<file path="src/rtl/anc_pkg.sv">
// Shared ANC definitions: sample width and the frame bundle handed from ingress
// to the controller.
package anc_pkg;

  localparam int SAMPLE_W = 16;

  typedef logic signed [SAMPLE_W-1:0] sample_t;

  typedef struct packed {
    sample_t x;
    sample_t e;
    sample_t a;
    sample_t u;
  } anc_frame_t;

  function automatic logic [7:0] sat_inc8(input logic [7:0] v);
    return (v == 8'hFF) ? v : v + 8'd1;
  endfunction

endpackage

</file>
<file path="src/rtl/anc_frame_fifo.sv">
// First-word fall-through frame FIFO; the head is visible while not empty and
// reads as zero when empty.
module anc_frame_fifo
  import anc_pkg::*;
#(
  parameter int DEPTH = 4,
  parameter int LW    = 3
) (
  input  logic          clk,
  input  logic          rst_n,
  input  logic          flush,
  input  logic          push,
  input  anc_frame_t    push_data,
  input  logic          pop,
  output anc_frame_t    head,
  output logic          full,
  output logic          empty,
  output logic [LW-1:0] level
);

  localparam int PW = $clog2(DEPTH);

  anc_frame_t    mem [DEPTH];
  logic [PW-1:0] wr_ptr;
  logic [PW-1:0] rd_ptr;
  logic          do_push;
  logic          do_pop;

  assign empty   = (level == '0);
  assign full    = (level == LW'(DEPTH));
  assign do_pop  = pop && !empty && !flush;
  // A push into a full FIFO still fits when the head leaves on the same edge.
  assign do_push = push && (!full || do_pop) && !flush;

  always_ff @(posedge clk or negedge rst_n) begin
    if (!rst_n) begin
      wr_ptr <= '0;
      rd_ptr <= '0;
      level  <= '0;
    end else if (flush) begin
      wr_ptr <= '0;
      rd_ptr <= '0;
      level  <= '0;
    end else begin
      if (do_push) wr_ptr <= wr_ptr + PW'(1);
      if (do_pop)  rd_ptr <= rd_ptr + PW'(1);
      unique case ({do_push, do_pop})
        2'b10:   level <= level + LW'(1);
        2'b01:   level <= level - LW'(1);
        default: level <= level;
      endcase
    end
  end

  always_ff @(posedge clk) begin
    if (do_push) mem[wr_ptr] <= push_data;
  end

  assign head = empty ? '0 : mem[rd_ptr];

endmodule

</file>
<file path="src/rtl/anc_sample_ingress.sv">
// Collects x/e/a samples from independent strobes, bundles them with mu into a
// frame and queues it for the ANC controller.
module anc_sample_ingress
  import anc_pkg::*;
#(
  parameter int DEPTH = 4,
  parameter int LW    = 3
) (
  input  logic                       clk,
  input  logic                       rst_n,
  input  logic                       ingress_en,
  input  logic                       flush,
  input  logic                       x_smp_valid,
  input  logic signed [SAMPLE_W-1:0] x_smp,
  input  logic                       e_smp_valid,
  input  logic signed [SAMPLE_W-1:0] e_smp,
  input  logic                       a_smp_valid,
  input  logic signed [SAMPLE_W-1:0] a_smp,
  input  logic signed [SAMPLE_W-1:0] mu_cfg,
  output logic                       in_valid,
  input  logic                       controller_ready,
  output logic signed [SAMPLE_W-1:0] x_out,
  output logic signed [SAMPLE_W-1:0] e_out,
  output logic signed [SAMPLE_W-1:0] a_out,
  output logic signed [SAMPLE_W-1:0] u_out,
  output logic [LW-1:0]              fifo_level,
  output logic [7:0]                 ovf_count,
  output logic                       collision_err
);

  sample_t    x_cap, e_cap, a_cap;
  logic       have_x, have_e, have_a;
  logic       commit;
  logic       pop;
  logic       full;
  logic       empty;
  logic       drop;
  logic       collide;
  anc_frame_t head;
  anc_frame_t new_frame;

  // Handshake: a frame transfers on every edge where in_valid && controller_ready;
  // while in_valid is high and no transfer happens, the head fields hold still,
  // and in_valid only falls after a transfer, a flush or reset.
  assign pop    = in_valid && controller_ready;
  assign commit = have_x && have_e && have_a && ingress_en && !flush;
  assign drop   = commit && full && !pop;

  // Strobes landing on the commit edge refill a slot that is being emptied.
  assign collide = !commit && ((x_smp_valid && have_x) ||
                               (e_smp_valid && have_e) ||
                               (a_smp_valid && have_a));

  assign new_frame = '{x: x_cap, e: e_cap, a: a_cap, u: mu_cfg};

  always_ff @(posedge clk or negedge rst_n) begin
    if (!rst_n) begin
      x_cap         <= '0;
      e_cap         <= '0;
      a_cap         <= '0;
      have_x        <= 1'b0;
      have_e        <= 1'b0;
      have_a        <= 1'b0;
      ovf_count     <= '0;
      collision_err <= 1'b0;
    end else if (flush || !ingress_en) begin
      have_x <= 1'b0;
      have_e <= 1'b0;
      have_a <= 1'b0;
    end else begin
      if (x_smp_valid) begin
        x_cap  <= x_smp;
        have_x <= 1'b1;
      end else if (commit) begin
        have_x <= 1'b0;
      end
      if (e_smp_valid) begin
        e_cap  <= e_smp;
        have_e <= 1'b1;
      end else if (commit) begin
        have_e <= 1'b0;
      end
      if (a_smp_valid) begin
        a_cap  <= a_smp;
        have_a <= 1'b1;
      end else if (commit) begin
        have_a <= 1'b0;
      end
      if (drop)    ovf_count     <= sat_inc8(ovf_count);
      if (collide) collision_err <= 1'b1;
    end
  end

  anc_frame_fifo #(
    .DEPTH (DEPTH),
    .LW    (LW)
  ) u_fifo (
    .clk       (clk),
    .rst_n     (rst_n),
    .flush     (flush),
    .push      (commit),
    .push_data (new_frame),
    .pop       (pop),
    .head      (head),
    .full      (full),
    .empty     (empty),
    .level     (fifo_level)
  );

  assign in_valid = !empty;
  assign x_out    = head.x;
  assign e_out    = head.e;
  assign a_out    = head.a;
  assign u_out    = head.u;

endmodule

</file>
<file path="config.mk">
export PLATFORM = sky130hd
export DESIGN_NAME = anc_sample_ingress
export DESIGN_NICKNAME = d
export VERILOG_FILES = /design/src/rtl/anc_pkg.sv /design/src/rtl/anc_frame_fifo.sv /design/src/rtl/anc_sample_ingress.sv
export SDC_FILE = /design/constraint.sdc
export NUM_CORES = 1
export LEC_CHECK = 0
export CORE_MARGIN = 3
export CORE_UTILIZATION = 40
export DETAILED_ROUTE_END_ITERATION = 10
export GPL_ROUTABILITY_DRIVEN = 0
export PLACE_DENSITY = 0.64
export SETUP_SLACK_MARGIN = 0.05
export SLEW_MARGIN = 20
export SYNTH_ARGS = -nofsm -noshare
export SYNTH_HDL_FRONTEND = slang
export SYNTH_SLANG_ARGS = --single-unit
</file>
<file path="constraint.sdc">
create_clock -name clk -period 3.9 [get_ports clk]
set_clock_uncertainty 0.05 [all_clocks]
set_input_delay 0.39 -clock clk [delete_from_list [all_inputs] [get_ports clk]]
set_output_delay 0.39 -clock clk [all_outputs]
set_load 0.03 [all_outputs]
</file>
==> impl_results.md <==
- Fin nets: about 860
- RSZ-0062 raised after global routing: false
- R2R Path End: u_fifo.level[2]
- Initial core utilization: 40.7%
- Clock root buffer: clkbuf_16
- Clock network power share: 43.6%
- Core area: 30700 um^2
- Final setup viols: 0
- Initial DRC count: approximately 290
- Worst IR Drop VDD: about 0.27 mV
- Synth Flop Type: edfxtp_1
- CTS tree: yes
- Max Fclk: 0.292 GHz
- Initial antenna violation count: 1
- Filler cells: roughly 2500
- Total GRT Usage: 15.2%
- Area delta synth->final: 25.3%
- Worst reg2reg setup slack: 0.94 ns
- Critical path's largest stage delay: 0.71 ns
- Die W: 183 um
- Yosys top cell area share: 61.4%
- Vias after detailed routing: 6194
- Row count: 64
- Crit path max fanout: 21
- Post-layout minimum cycle time: 3.42 ns
- Total CTS buffers: 34
- Final Hold Fails: 1
- Ratio of cells with drive above 1 in the final layout: 23.0%
- Synth async-reset ratio: 20.7%
- Top cells by area, synth: edfxtp_1 (61%), dfrtp_1 (13%), mux4_2 (12%)
- Logic gate share of total power: between 2 and 3%
- Vias in the first global route: 6828
- Most common cell after layout, fill and taps aside: edfxtp_1
- Largest net degree at the start of global routing: between 60 and 70
- Worst reg2reg path depth: 8
- Input/output buffers: 148
- Post-synth cell types: 43
- FF/Latch Area: 9370 um^2
- Mapped Cells: 619
- Drt total wl: 25.0 mm
- Clock Sinks: between 300 and 400
- Placed cell count: 1144
- Worst slack at placement: 0.734 ns
- Antenna diodes: 0
- WL/cell: 20.7 um
- Seq/Total Area, Yosys: roughly three quarters
- Synth Warn #: 0
- Largest area contributor in the netlist: edfxtp_1
- Drt pass-1 iters: 4
- Max_cap viols: 0
- Final instance area: 15700 um^2
- Hold Buf Count CTS: 0
- Internal: just over 6 mW
- Most frequent cells in the layout: edfxtp_1 (256), clkdlybuf4s50_1 (147), dfrtp_1 (65)
- Setup ws final: 0.479 ns
- Average size of a mapped cell: between 20 and 25 um^2
- Sw power: 1.44 mW
- Crit Path Category: flip-flop to output pin
- Post-CTS resize count: 0
- Cell area after placement: 14500 um^2
- Post-route ant nets: 0
- Vias per cell: slightly above 5
- Hold WS: -0.00159 ns
- Worst r2r src: u_fifo.level[0]
- Die Height: 183 um
- Hold Crit Class: input pin to asynchronous set/reset pin
- Critical Path End: x_out[9]
- Data required, critical path: roughly 3.5 ns
- I/O pins: 149
- Outcome: finished with violations
- Crit-path cells: buf_4, mux4_2, and2_1, clkdlybuf4s50_1
- Critical Path End Type: output pin
- Post-synth EDFFs: 256
- Worst Setup SP: u_fifo.rd_ptr[0]
- Seq cells post-synth: around 320
- Crit path DAT: 2.98 ns
- Failing checks: negative hold slack
- Clk_lat worst skew: roughly 0.50 ns
- Least-Margin Pin Slew: 0.992 ns
- Mapped Nets: roughly 700
- Post-route DRC: 0
- Final core utilization: 51.0%
- Fin Setup TNS: 0 ns
- Pleak: 5.24 nW
- Post-route insts no fill: 1206
- Cell area after synthesis: 12500 um^2
- CP startpoint kind: flip-flop
- Multi-input logic area: 3020 um^2
- Power per cell area: 480 nW/um^2
- Grt ovf: 0
- Maximum root-to-sink buffer count: 3
- Tcrit/Tclk final: 87.7%
- Die ar.: approximately 33000 um^2
- Total chip power: between 7 and 8 mW
- Sw Ratio: 19.1%
- Clock-pin slew on the worst setup and hold paths: 0.06 ns
- Setup Buffers After CTS: 0
- Global-route wire length before repair: 39.0 mm
- Relative slew slack: ~34%
- Sequential power share: between 50% and 60%
- Slew Limit Fails: 0
- CP max stage cell: dfrtp_4
- Post-DP HPWL: 15.2 mm
- H-tree Lvls: 2
kinds of logic (layout without fill, tap and decap cells):
group	count (synthesis)	count (layout)	share of synthesized area (%)
buf+inv	32	223	1.16
xor+xnor	10	10	0.700
fa+ha+maj	6	6	0.660
mux	116	116	16.2
compound gates	18	18	1.02
flops	323	323	74.8
simple gates	114	114	5.45
layer usage:
metal | track usage (%) | vias to the layer above | share of wire (%) | routed length (um)
met3 | 3.79 | 35 | 5.8 | 1450
met4 | 3.84 | 2 | 1.8 | 448
li1 | - | 2778 | - | -
met1 | 19.2 | 3220 | 41 | 10200
met2 | 26.4 | 159 | 52 | 12900
met5 | 0 | - | 0.072 | 18
area by class of cell:
| class | count | area share (%) |
|---|---|---|
| Inverter | 4 | 0.0958 |
| Clock inverter | 11 | 0.918 |
| Clock buffer | 51 | 6.56 |
| Sequential cell | 323 | 59.8 |
| Tap cell | 396 | 3.16 |
| Timing Repair Buffer | 157 | 10.3 |
| Multi-Input combinational cell | 264 | 19.2 |
state kept, by name, summed over array words and instances (netlist names):
register	cells
u_fifo.mem	256
e_cap	16
collision_err	1
have_e	1
have_x	1
have_a	1
ovf_count	8
a_cap	16
u_fifo.level	3
x_cap	16
u_fifo.rd_ptr	2
u_fifo.wr_ptr	2
critical path, delay by kind of cell, from the launching register on:
family / cells / cell delay, ns
mux: 1 / 0.56
simple gates: 1 / 0.19
buf+inv: 2 / 1.03
flops: 1 / 0.71
power groups by stage:
stage,logic (mW),registers [mW],clock network [mW]
floorplan,0.107,4.05,0
global placement,0.214,4.07,0
detailed placement,0.222,4.09,0
CTS,0.223,4.02,3.36
global route,0.241,4.04,3.52
finish,0.218,4.02,3.28
Yosys cell counts, types with 2 or more instances:
master and number:
nand4_1 5, and3_1 3, clkbuf_1 11, edfxtp_1 256
nor3_1 2, mux2i_1 3, buf_2 11, a31oi_1 2
buf_1 4, nand3_1 6, mux4_2 64, xnor2_1 7
xor2_1 3, nor2_1 8, mux2_2 48, ha_1 5
o31ai_1 2, o21ai_0 2, a21oi_1 4, nand2_1 12
nand4b_1 2, inv_1 4, nand2b_1 2, and2_1 68
dfrtp_1 67
how the worst min path moves through the flow:
stage,to
4_1_cts,e_cap[9]
6_report,e_cap[9]
3_5_place_dp,collision_err
5_1_grt,e_cap[9]
3_3_place_gp,u_fifo.mem[0][31]
2_1_floorplan,a_cap[0]
Note: power is estimated with default switching activity, not from simulation.
